File: src/rtl/alu_seq_pkg.sv
// Shared state codes, opcode constants and default widths for the ALU entry sequencer.
// No timing or flow control here: it holds only types and constants.
package alu_seq_pkg;

  localparam int W_DEF   = 4;
  localparam int OPW_DEF = 3;

  // Codes are shown directly on the board LEDs, so keep them fixed.
  typedef enum logic [2:0] {
    S_A    = 3'd0,
    S_B    = 3'd1,
    S_OP   = 3'd2,
    S_EXEC = 3'd3,
    S_SHOW = 3'd4
  } state_t;

  localparam logic [OPW_DEF-1:0] OP_ADD = 3'd0;
  localparam logic [OPW_DEF-1:0] OP_SUB = 3'd1;
  localparam logic [OPW_DEF-1:0] OP_NOT = 3'd2;
  localparam logic [OPW_DEF-1:0] OP_AND = 3'd3;
  localparam logic [OPW_DEF-1:0] OP_OR  = 3'd4;
  localparam logic [OPW_DEF-1:0] OP_XOR = 3'd5;
  localparam logic [OPW_DEF-1:0] OP_LT  = 3'd6;
  localparam logic [OPW_DEF-1:0] OP_EQ  = 3'd7;

endpackage

File: src/rtl/alu_input_seq_debounce.sv
// Raw button -> 2-flop sync -> level debouncer -> one-cycle press pulse on accepted 0->1.
// Latency: 2 sync cycles + DEB_CYCLES, pulse one cycle after the level flips; no backpressure.
module key_debounce #(
  parameter int DEB_CYCLES = 4
) (
  input  logic clk,
  input  logic rst,
  input  logic key,
  output logic press
);

  localparam int CW = $clog2(DEB_CYCLES + 1);

  logic          sync1;
  logic          sync2;
  logic          level;
  logic          level_d;
  logic [CW-1:0] cnt;

  always_ff @(posedge clk) begin
    if (rst) begin
      sync1   <= 1'b0;
      sync2   <= 1'b0;
      level   <= 1'b0;
      level_d <= 1'b0;
      cnt     <= '0;
    end else begin
      sync1   <= key;
      sync2   <= sync1;
      level_d <= level;
      // Any cycle where the synced key agrees with the accepted level restarts the count.
      if (sync2 != level) begin
        if (cnt == CW'(DEB_CYCLES - 1)) begin
          level <= sync2;
          cnt   <= '0;
        end else begin
          cnt <= cnt + CW'(1);
        end
      end else begin
        cnt <= '0;
      end
    end
  end

  assign press = level & ~level_d;

endmodule

File: src/rtl/alu_input_seq.sv
// Key-driven A/B/opcode entry for the board ALU, capturing its result one cycle after ctrl loads.
// Latency: res_valid 2 cycles after the opcode press; presses during S_EXEC are dropped, never queued.
module alu_input_seq
  import alu_seq_pkg::*;
#(
  parameter int W          = W_DEF,
  parameter int OPW        = OPW_DEF,
  parameter int DEB_CYCLES = 2**20
) (
  input  logic           clk,
  input  logic           rst,
  input  logic [W-1:0]   sw,
  input  logic [OPW-1:0] op_sw,
  input  logic           key_next,
  input  logic           key_clr,
  output logic [W-1:0]   alu_a,
  output logic [W-1:0]   alu_b,
  output logic [OPW-1:0] alu_ctrl,
  input  logic [W-1:0]   alu_res,
  input  logic           alu_car,
  input  logic           alu_of,
  output logic [W-1:0]   res_q,
  output logic           car_q,
  output logic           of_q,
  output logic           res_valid,
  output logic [2:0]     state_o
);

  logic   next_press;
  logic   clr_press;
  state_t state;
  state_t state_nxt;
  logic   ld_a;
  logic   ld_b;
  logic   ld_op;
  logic   cap;
  logic   clr;

  key_debounce #(.DEB_CYCLES(DEB_CYCLES)) u_deb_next (
    .clk   (clk),
    .rst   (rst),
    .key   (key_next),
    .press (next_press)
  );

  key_debounce #(.DEB_CYCLES(DEB_CYCLES)) u_deb_clr (
    .clk   (clk),
    .rst   (rst),
    .key   (key_clr),
    .press (clr_press)
  );

  always_comb begin
    state_nxt = state;
    ld_a      = 1'b0;
    ld_b      = 1'b0;
    ld_op     = 1'b0;
    cap       = 1'b0;
    clr       = 1'b0;
    if (clr_press) begin
      clr       = 1'b1;
      state_nxt = S_A;
    end else begin
      unique case (state)
        S_A:    if (next_press) begin ld_a  = 1'b1; state_nxt = S_B;    end
        S_B:    if (next_press) begin ld_b  = 1'b1; state_nxt = S_OP;   end
        S_OP:   if (next_press) begin ld_op = 1'b1; state_nxt = S_EXEC; end
        S_EXEC: begin cap = 1'b1; state_nxt = S_SHOW; end
        S_SHOW: if (next_press) state_nxt = S_A;
        default: begin clr = 1'b1; state_nxt = S_A; end
      endcase
    end
  end

  always_ff @(posedge clk) begin
    if (rst) begin
      state     <= S_A;
      alu_a     <= '0;
      alu_b     <= '0;
      alu_ctrl  <= '0;
      res_q     <= '0;
      car_q     <= 1'b0;
      of_q      <= 1'b0;
      res_valid <= 1'b0;
    end else begin
      state <= state_nxt;
      if (clr) begin
        alu_a     <= '0;
        alu_b     <= '0;
        alu_ctrl  <= '0;
        res_q     <= '0;
        car_q     <= 1'b0;
        of_q      <= 1'b0;
        res_valid <= 1'b0;
      end
      // A new A operand invalidates the shown result; old result stays visible until then.
      if (ld_a) begin
        alu_a     <= sw;
        res_valid <= 1'b0;
      end
      if (ld_b)  alu_b    <= sw;
      if (ld_op) alu_ctrl <= op_sw;
      if (cap) begin
        res_q     <= alu_res;
        car_q     <= alu_car;
        of_q      <= alu_of;
        res_valid <= 1'b1;
      end
    end
  end

  assign state_o = state;

endmodule

File: config.mk
export PLATFORM = sky130hd
export DESIGN_NAME = alu_input_seq
export DESIGN_NICKNAME = d
export VERILOG_FILES = /design/src/rtl/alu_seq_pkg.sv /design/src/rtl/alu_input_seq_debounce.sv /design/src/rtl/alu_input_seq.sv
export SDC_FILE = /design/constraint.sdc
export NUM_CORES = 1
export LEC_CHECK = 0
export CAP_MARGIN = 30
export CORE_MARGIN = 10
export CORE_UTILIZATION = 54
export DETAILED_ROUTE_END_ITERATION = 12
export PLACE_DENSITY = 0.78
export SETUP_SLACK_MARGIN = 0.02
export SYNTH_ARGS = -nofsm -noshare
export SYNTH_HDL_FRONTEND = slang
export SYNTH_SLANG_ARGS = --single-unit
File: constraint.sdc
create_clock -name clk -period 2.5 [get_ports clk]
set_input_delay 0.375 -clock clk [delete_from_list [all_inputs] [get_ports clk]]
set_output_delay 0.375 -clock clk [all_outputs]
set_load 0.05 [all_outputs]
==> run_results.csv <==
group,metric,value,unit
final_layout,nets,396,
die,dieArea,0.00892,sq mm
synthesis,async_reset_ff_share,0,%
cts,clock_sinks,71,
cts,htreeDepth,3,
global_route,grt_first_pass_wirelength,10.1,mm
route,drt_first_pass_iters,4,
global_route,antenna_found_initial,0,
power,power_density,600,mW/mm^2
power,p_leak,0.00112,uW
final_layout,syn_to_final_growth,22.1,%
timing,worst_pin_slew,0.784,ns
critical_path,critPathArrivalTime,2.46,ns
cts,postCtsSetupRepairBufs,0,
place,pre_cts_ws,0.307,ns
final_layout,antenna_cells,0,
route,viasPerCell,5.47,
timing,maxSlewViolCount,0,
critical_path,cp-endpoint,"u_deb_clr.level",
timing,setup_viol,0,
critical_path,critical_path.reg2reg.endpoint,"u_deb_clr.level",
timing,setup-tns-final,0,ns
place,port_buffers,37,
cts,postCtsResizedCells,0,
route,drt_wl_total,6.13,mm
global_route,grt_max_degree,31,
synthesis,synth_ff_type,"dfxtp_1",
synthesis,syn_nets,354,
cts,clockBufferDepth,2,
route,remaining_drc_errors,0,
power,vdd_drop_max,0.000356,V
worst_hold_path,hold_path_class,"reg2reg",
global_route,grt.total_usage,13.7,%
synthesis,synth_area,0.00299,sq mm
timing,min_period,2.24,ns
cts,ctsHoldBuffers,0,
die,die_w,94.4,um
final_layout,drive_above_1_share,9.95,%
synthesis,post_synth_num_cell_types,40,
route,wl_per_cell,13.5,um
synthesis,synth-edff-count,0,
synthesis,synthCells,335,
timing,clock.fmax,447,MHz
die,start_util,55.0,%
global_route,overflow,0,
cts,numCtsBuffers,9,
timing,finalClockSkew,0.00850,ns
die,die_h,94.4,um
outcome,status,"finished clean",
critical_path,r2r_slack,0.26,ns
timing,fin_ws,0.261,ns
die,core_area,0.00544,sq mm
synthesis,syn_avg_cell_area,8.93,sq um
critical_path,cp_max_fo,6,
place,dp_hpwl,4.36,mm
timing,max_slew_margin,47.3,%
route,ant_nets,0,
timing,rsz0062_at_grt,"false",
route,num_vias,2484,
global_route,grt_pass1_vias,2304,
route,drt_iter0_drc,87,
synthesis,seq_area_frac_synth,47.5,%
cts,cts.clk_slew.worst_paths,0.07,ns
critical_path,start_kind,"flop",
die,core.rowCount,27,
critical_path,crit_type,"reg2reg",
critical_path,r2r_cells,5,
critical_path,crit_start,"u_deb_clr.cnt[0]",
critical_path,crit_path_end_kind,"flop",
critical_path,rr_startpoint,"u_deb_clr.cnt[0]",
die,io_pins,38,
timing,fin_crit_sh,89.5,%
synthesis,synth_seq_cells,71,
flow_run,max-cap-violations,0,
synthesis,ys_warn_count,0,
cts,clk_latency,0.34,ns
critical_path,cp.required,2.72,ns
timing,hold_violations,0,
cts,cts_tree,"yes",
place,place.gp.congestion,0.822,
cts,root_buffer,"clkbuf_8",
layout make-up:
cell class / count / area [sq um]
clock buffer: 11 / 141
clock inverter: 5 / 81.3
fill: 444 / 1780
inverter: 10 / 37.5
multi-input combinational: 244 / 1480
sequential: 71 / 1420
tap: 72 / 90.1
timing repair buffer: 41 / 400
power breakdown:
group | internal [uW] | total (uW) | leakage, uW | switching [uW]
logic | 29.5 | 50.2 | 0.000433 | 20.7
clock network | 589 | 1010 | 0.000110 | 418
registers | 1130 | 1140 | 0.000573 | 2.11
state kept, by name, summed over array words and instances, names as in the netlist, 3 cells and up:
register        flops
alu_b               4
u_deb_next.cnt     21
state_o             3
u_deb_clr.cnt      21
alu_ctrl            3
res_q               4
alu_a               4
critical path, cell delays in order, from the launching register on:
cell and delay (ns):
dfxtp_1 0.41, ha_1 0.28, nand4_1 0.23, or4_1 0.61, nor3_1 0.24, mux2_2 0.37
cell usage in the layout (no fill, tap or decap), types with 10 or more instances in the layout:
master           instances
dfxtp_1                 71
clkdlybuf4s50_1         37
nor2_1                  36
nand2_1                 25
nand3_1                 23
a21oi_1                 23
xnor2_1                 20
nor2b_1                 13
nand4_1                 11
nor3_1                  10
inv_1                   10
nor2_2                  10
clkbuf_8                10
routing by layer:
layer / wire length, um / global-route usage, % / part of all wire [%] / vias to the layer above
li1: - / - / - / 1269
met1: 2850 / 16.4 / 46 / 1152
met2: 2860 / 22.4 / 47 / 57
met3: 356 / 3.25 / 5.8 / 6
met4: 70 / 7.09 / 1.1 / 0
met5: 0 / 0 / 0 / -
how the worst min path moves through the flow:
| stage | start | endpoint | slack [ns] | cells past startpoint |
|---|---|---|---|---|
| 3_5_place_dp | u_deb_next.sync1 | u_deb_next.sync2 | 0.44 | 1 |
| 6_report | u_deb_clr.sync1 | u_deb_clr.sync2 | 0.45 | 1 |
| 4_1_cts | u_deb_next.sync1 | u_deb_next.sync2 | 0.45 | 1 |
| 5_1_grt | u_deb_clr.sync1 | u_deb_clr.sync2 | 0.47 | 1 |
| 2_1_floorplan | u_deb_clr.sync1 | u_deb_clr.sync2 | 0.41 | 1 |
| 3_3_place_gp | u_deb_clr.sync1 | u_deb_clr.sync2 | 0.42 | 1 |
through the flow:
stage | total power [uW] | instances | utilization (%) | hold slack (ns) | cell area (sq um)
floorplan | 1180 | 335 | - | 0.414 | 2990
global placement | 1210 | 438 | 63.1 | 0.425 | 3430
detailed placement | 1210 | 438 | 63.1 | 0.442 | 3430
CTS | 2210 | 454 | 67.2 | 0.455 | 3650
global route | 2260 | 454 | 67.2 | 0.467 | 3650
finish | 2190 | 454 | 67.2 | 0.447 | 3650
cell usage after synthesis, types with 5 or more instances:
cell,count,share of area [%]
nor3_1,10,1.7
nand3_1,23,3.8
inv_1,10,1.3
xor2_1,7,2.0
a21oi_1,23,3.8
nand2_1,25,3.1
o31ai_1,5,1.3
or4_1,8,2.0
nand4_1,11,2.3
dfxtp_1,71,47
nor2_2,10,2.1
nor2_1,36,4.5
buf_2,5,0.84
xnor2_1,20,5.9
nor4_1,8,1.7
a22oi_1,6,1.5
nand2b_1,5,1.0
nor2b_1,13,2.7
logic make-up (layout without fill, tap and decap cells):
family	after synthesis	in the layout	synth area share, %
AND/OR/NAND/NOR	163	163	28.6
flip-flops	71	71	47.5
AO/OA/AOI/OAI	49	49	11.1
XOR/XNOR	27	27	7.90
buffers and inverters	20	67	2.97
adder cells (fa/ha/maj)	3	3	1.17
multiplexers	2	2	0.752
Note: power is estimated with default switching activity, not from simulation.
